==> src/rtl/shader_update_ctrl_if.sv <==
`default_nettype none
// ============================================================================
// Module   : shader_update_ctrl_if
// Brief    : Staging write port, shader memory port and status of the
//            tear-free shader update controller.
// Revision : 1.0
// ============================================================================
interface shader_update_ctrl_if #(
   parameter int NUM_INSTR = 10,
   parameter int INSTR_W   = 8
);
   localparam int c_cnt_w = $clog2(NUM_INSTR + 1);

   logic               wr_valid_i;
   logic [INSTR_W-1:0] wr_instr_i;
   logic               wr_ready_o;
   logic               abort_i;
   logic               vblank_i;
   logic               mem_shift_o;
   logic               mem_load_o;
   logic [INSTR_W-1:0] mem_instr_o;
   logic               pending_o;
   logic               busy_o;
   logic               done_o;
   logic [c_cnt_w-1:0] stage_cnt_o;

   modport master (
      output wr_valid_i, wr_instr_i, abort_i, vblank_i,
      input  wr_ready_o, mem_shift_o, mem_load_o, mem_instr_o,
             pending_o, busy_o, done_o, stage_cnt_o
   );

   modport slave (
      input  wr_valid_i, wr_instr_i, abort_i, vblank_i,
      output wr_ready_o, mem_shift_o, mem_load_o, mem_instr_o,
             pending_o, busy_o, done_o, stage_cnt_o
   );
endinterface
`default_nettype wire

==> src/rtl/shader_update_ctrl.sv <==
`default_nettype none
// ============================================================================
// Module   : shader_update_ctrl
// Brief    : Stages a full shader program and replays it into shader memory
//            only during vertical blanking. Optional macro
//            SHADER_CTRL_COMMIT_CNT_EN adds an 8-bit commit counter output.
// Revision : 1.0
// ============================================================================
module shader_update_ctrl #(
   parameter int NUM_INSTR = 10,
   parameter int INSTR_W   = 8
) (
   input  logic                clk_i,
   input  logic                rst_ni,
   shader_update_ctrl_if.slave bus
`ifdef SHADER_CTRL_COMMIT_CNT_EN
   ,
   output logic [7:0]          commit_cnt_o
`endif
);
   localparam int c_cnt_w = $clog2(NUM_INSTR + 1);
   localparam int c_idx_w = (NUM_INSTR > 1) ? $clog2(NUM_INSTR) : 1;
   localparam logic [c_cnt_w-1:0] c_full     = c_cnt_w'(NUM_INSTR);
   localparam logic [c_idx_w-1:0] c_last_idx = c_idx_w'(NUM_INSTR - 1);

   typedef enum logic [1:0] {
      S_COLLECT = 2'd0,
      S_ARMED   = 2'd1,
      S_COMMIT  = 2'd2,
      S_DONE    = 2'd3
   } state_e;

   state_e             r_state, w_state_next;
   logic [c_cnt_w-1:0] r_count, w_count_next;
   logic [c_idx_w-1:0] r_idx, w_idx_next;
   logic [INSTR_W-1:0] r_stage [NUM_INSTR];
   logic               w_wr_ready;
   logic               w_accept;

   always_ff @(posedge clk_i or negedge rst_ni) begin
      if (!rst_ni) begin
         r_state <= S_COLLECT;
         r_count <= '0;
         r_idx   <= '0;
      end else begin
         r_state <= w_state_next;
         r_count <= w_count_next;
         r_idx   <= w_idx_next;
      end
   end

   // Staging storage needs no reset; it is only read after a full program lands.
   always_ff @(posedge clk_i) begin
      if (w_accept) begin
         r_stage[r_count[c_idx_w-1:0]] <= bus.wr_instr_i;
      end
   end

   always_comb begin
      w_state_next = r_state;
      w_count_next = r_count;
      w_idx_next   = r_idx;
      w_wr_ready   = (r_state == S_COLLECT) && !bus.abort_i;
      w_accept     = w_wr_ready && bus.wr_valid_i;
      case (r_state)
         S_COLLECT: begin
            if (bus.abort_i) begin
               w_count_next = '0;
            end else if (w_accept) begin
               w_count_next = r_count + 1'b1;
               if (w_count_next == c_full) begin
                  w_state_next = S_ARMED;
               end
            end
         end
         S_ARMED: begin
            if (bus.abort_i) begin
               w_state_next = S_COLLECT;
               w_count_next = '0;
            end else if (bus.vblank_i) begin
               w_state_next = S_COMMIT;
               w_idx_next   = '0;
            end
         end
         S_COMMIT: begin
            w_idx_next = r_idx + 1'b1;
            if (r_idx == c_last_idx) begin
               w_state_next = S_DONE;
            end
         end
         S_DONE: begin
            w_state_next = S_COLLECT;
            w_count_next = '0;
         end
         default: begin
            w_state_next = S_COLLECT;
            w_count_next = '0;
         end
      endcase
   end

   assign bus.wr_ready_o  = w_wr_ready;
   assign bus.mem_shift_o = (r_state == S_COMMIT);
   assign bus.mem_load_o  = (r_state == S_COMMIT);
   assign bus.mem_instr_o = (r_state == S_COMMIT) ? r_stage[r_idx] : '0;
   assign bus.pending_o   = (r_state == S_ARMED);
   assign bus.busy_o      = (r_state == S_COMMIT);
   assign bus.done_o      = (r_state == S_DONE);
   assign bus.stage_cnt_o = r_count;

`ifdef SHADER_CTRL_COMMIT_CNT_EN
   logic [7:0] r_commit_cnt;

   always_ff @(posedge clk_i or negedge rst_ni) begin
      if (!rst_ni) begin
         r_commit_cnt <= '0;
      end else if (r_state == S_DONE) begin
         r_commit_cnt <= r_commit_cnt + 8'd1;
      end
   end

   assign commit_cnt_o = r_commit_cnt;
`endif
endmodule
`default_nettype wire
==> src/flat_wrapper.sv <==
// flat-port wrapper written by rule: the top's interface ports become plain ports
module shader_update_ctrl_flat 
#(
   parameter int NUM_INSTR = 10,
   parameter int INSTR_W   = 8
)
  (clk_i, rst_ni, bus_wr_valid_i, bus_wr_instr_i, bus_abort_i, bus_vblank_i, bus_wr_ready_o, bus_mem_shift_o, bus_mem_load_o, bus_mem_instr_o, bus_pending_o, bus_busy_o, bus_done_o, bus_stage_cnt_o);
  shader_update_ctrl_if #(.NUM_INSTR(NUM_INSTR), .INSTR_W(INSTR_W)) bus_i ();
  input  logic clk_i;
  input  logic rst_ni;
  input wire logic [$bits(bus_i.wr_valid_i)-1:0] bus_wr_valid_i;
  input wire logic [$bits(bus_i.wr_instr_i)-1:0] bus_wr_instr_i;
  input wire logic [$bits(bus_i.abort_i)-1:0] bus_abort_i;
  input wire logic [$bits(bus_i.vblank_i)-1:0] bus_vblank_i;
  output wire logic [$bits(bus_i.wr_ready_o)-1:0] bus_wr_ready_o;
  output wire logic [$bits(bus_i.mem_shift_o)-1:0] bus_mem_shift_o;
  output wire logic [$bits(bus_i.mem_load_o)-1:0] bus_mem_load_o;
  output wire logic [$bits(bus_i.mem_instr_o)-1:0] bus_mem_instr_o;
  output wire logic [$bits(bus_i.pending_o)-1:0] bus_pending_o;
  output wire logic [$bits(bus_i.busy_o)-1:0] bus_busy_o;
  output wire logic [$bits(bus_i.done_o)-1:0] bus_done_o;
  output wire logic [$bits(bus_i.stage_cnt_o)-1:0] bus_stage_cnt_o;
  assign bus_i.wr_valid_i = bus_wr_valid_i;
  assign bus_i.wr_instr_i = bus_wr_instr_i;
  assign bus_i.abort_i = bus_abort_i;
  assign bus_i.vblank_i = bus_vblank_i;
  assign bus_wr_ready_o = bus_i.wr_ready_o;
  assign bus_mem_shift_o = bus_i.mem_shift_o;
  assign bus_mem_load_o = bus_i.mem_load_o;
  assign bus_mem_instr_o = bus_i.mem_instr_o;
  assign bus_pending_o = bus_i.pending_o;
  assign bus_busy_o = bus_i.busy_o;
  assign bus_done_o = bus_i.done_o;
  assign bus_stage_cnt_o = bus_i.stage_cnt_o;
  shader_update_ctrl #(.NUM_INSTR(NUM_INSTR), .INSTR_W(INSTR_W)) u_core (.clk_i(clk_i), .rst_ni(rst_ni), .bus(bus_i));
endmodule
==> config.mk <==
export PLATFORM = sky130hd
export DESIGN_NAME = shader_update_ctrl_flat
export DESIGN_NICKNAME = d
export VERILOG_FILES = /design/src/rtl/shader_update_ctrl_if.sv /design/src/rtl/shader_update_ctrl.sv /design/src/flat_wrapper.sv
export SDC_FILE = /design/constraint.sdc
export NUM_CORES = 1
export LEC_CHECK = 0
export ABC_CLOCK_PERIOD_IN_PS = 2740
export BUFFER_PORTS_ARGS = -buffer_cell sky130_fd_sc_hd__buf_2
export CORE_ASPECT_RATIO = 0.5
export CORE_UTILIZATION = 40
export CTS_CLUSTER_SIZE = 20
export DETAILED_ROUTE_END_ITERATION = 12
export GPL_TIMING_DRIVEN = 0
export SLEW_MARGIN = 25
export SYNTH_ARGS = -nofsm -noshare
export SYNTH_HDL_FRONTEND = slang
export SYNTH_SLANG_ARGS = --single-unit
==> constraint.sdc <==
create_clock -name clk_i -period 2.74 [get_ports clk_i]
set_input_delay 0.411 -clock clk_i [delete_from_list [all_inputs] [get_ports clk_i]]
set_output_delay 0.411 -clock clk_i [all_outputs]
set_load 0.02 [all_outputs]
==> metrics.cfg <==
[yosys]
ys_seq_area_share_pct=68.85
synth_nets=276
synth.area.top_cells=edfxtp_1, mux2i_1, dfrtp_1
synth-seq-cells=90
ys_warn_count=0
synth_cells=257
synth_top_area_share_pct=62.36
avgSynthCellArea_um2=14.99
synth_cell_types=36
yosysTopAreaCell=edfxtp_1
syn_area_mm2=0.003852

[clock_tree]
path_clk_slew_ns=0.06
cts_max_level=3
cts-root-buf=clkbuf_16
clock_latency_ns=0.33
cts_tree=done
cts_setup_buffers=0
cts_buffer_depth=2
cts_sinks=90
cts_resized=0
cts_buffers=9
holdBufCountCts=1

[routing]
dr.first_iter.drc_count=153
wl_met3_um=355
antenna_left=0
viasPerCell=5.371
m1WireLength_um=3476
dr_total_vias=2272
dr.pass1.iters=4
avgRoutedWirePerCell_um=17.78
top_layer=met4
totalWireLength_um=7521
wl_met2_um=3655
drc=0

[cells_and_area]
finalInstanceArea_mm2=0.004486
regArea_mm2=0.002653
multi_input_area_mm2=0.001076
final_cells=423
nFillCells=781
fin_util_pct=49.79
layout_common_cells=edfxtp_1, mux2i_1, buf_2
syn2layout_area_growth_pct=16.43
final_common_cell=edfxtp_1
nNetsFinal=320
diodes=0
drive_above_1_share_pct=19.28

[critical_path]
path_max_fanout=9
max_stage_delay_ns=0.44
startpoint_type=register
end_kind=primary output
r2r_cells=3
cp_cell_sequence=and2_1 -> clkbuf_1 -> a22oi_1 -> a21oi_1 -> a211oi_1 -> buf_2
crit_path_start=u_core.r_idx[0]
slowest_stage=dfrtp_1
critical_path_arrival_ns=2.14
worstSetupPathType=reg -> out
required_ns=2.33

[floorplan]
die_h_um=71.40
core_mm2=0.009009
fp.dieArea_mm2=0.01005
ioPinCount=31
rows=24
fp.dieW_um=140.8
initial_utilization_pct=42.76

[sta]
hold_viol_final=0
fin_skew_ns=0.004797
clock.fmax_mhz=391.3
min_period_ns=2.556
slew_violations=0
tns_ns=0
setup_viol=0
worst_slew_pin_slew_ns=0.8318
rsz0062_at_grt=no
post-route-period-util_pct=93.28
slew_headroom_pct=44.34

[grt]
grt_max_degree=16
grt_first_pass_wirelength_um=11850
antenna_found_initial=0
grt_overflow=0
track_usage_pct=16.19
grt_pass1_vias=2257

[place]
dpl_cell_area_mm2=0.004182
dp_hpwl_um=5301
place_inst=406
routabilityCongestion=0.8309
portBuffers=30

[power]
total_power_mw=2.795
ir_worst_vdd_uv=267.8
leakage_nw=1.521
power_density_mw_per_mm2=623.1

[hold_path]
whs_path_depth=1
hp-start=bus_wr_instr_i[1]
min_path_type=in -> reg

[run]
drv_cap=0

[outcome]
status=finished, final reports clean

## flip-flops by register name (all words and copies together) (netlist names), named ones only
register / flops
u_core.r_state: 1
u_core.r_idx: 4
u_core.r_stage: 80
u_core.bus.stage_cnt_o: 4
## worst max-delay path: cells and delay by family (launching register included)
family | cells | cell delay (ns)
flip-flops | 1 | 0.44
AO/OA/AOI/OAI | 3 | 0.70
AND/OR/NAND/NOR | 1 | 0.18
buffers and inverters | 2 | 0.49
## synth_stat cells (all sizes together)
cell	number
buf	11
ha	6
mux2i	41
o22ai	1
clkbuf	6
nand2b	3
nor4	3
xnor2	1
nor3	7
or3b	1
a21oi	12
a211oi	8
o211ai	1
nand3	5
nand4	1
nor2	8
and4	1
edfxtp	80
clkinv	1
a22oi	16
inv	6
nand2	8
a31oi	2
or3	1
and2	6
nor2b	3
dfrtp	10
a32oi	1
a32o	1
o21ai	6
## worst paths after layout
check                                                  to  slack [ns]
worst max-delay path                   bus_mem_instr_o[3]        0.18
worst min-delay path                 u_core.r_stage[8][1]        0.38
worst max register to register       u_core.r_stage[9][3]        0.67
worst min register to register            u_core.r_idx[1]        0.66
max in group asynchronous                 u_core.r_idx[2]        2.07
min in group asynchronous       u_core.bus.stage_cnt_o[2]        0.46
## cell families (layout without fill, tap and decap cells)
| group | after synthesis | in the layout | share of synthesized area [%] |
|---|---|---|---|
| flops | 90 | 90 | 68.85 |
| compound gates | 48 | 48 | 8.185 |
| simple gates | 47 | 47 | 6.334 |
| mux | 41 | 41 | 10.65 |
| buf+inv | 24 | 73 | 3.800 |
| fa+ha+maj | 6 | 6 | 1.949 |
| xor+xnor | 1 | 1 | 0.2274 |
## area by class of cell
cell class / instances / share of cell area, %
Sequential cell: 90 / 59.14
Multi-Input combinational cell: 143 / 23.99
Clock buffer: 10 / 5.105
Timing Repair Buffer: 33 / 3.794
Tap cell: 117 / 3.264
Buffer: 17 / 2.678
Clock inverter: 6 / 1.450
Inverter: 7 / 0.5858
## routing by layer
metal | up-vias | GRT usage [%]
li1 | 1083 | -
met1 | 1122 | 21.16
met2 | 65 | 26.26
met3 | 2 | 4.746
met4 | 0 | 5.435
met5 | - | 0
## metrics by stage
stage / setup slack (ns) / hold slack (ns)
floorplan: 0.2720 / 0.1154
global placement: -0.05835 / 0.2863
detailed placement: 0.5123 / 0.2913
CTS: 0.1545 / 0.3656
global route: 0.04545 / 0.3748
finish: 0.1842 / 0.3794
## where the power goes
group / internal, mW / switching (mW) / leakage, nW
registers: 1.51 / 0.00808 / 0.850
logic: 0.0227 / 0.0537 / 0.538
clock network: 0.706 / 0.495 / 0.133
total: 2.24 / 0.557 / 1.52
No activity file was read; power rests on OpenSTA's default activity.
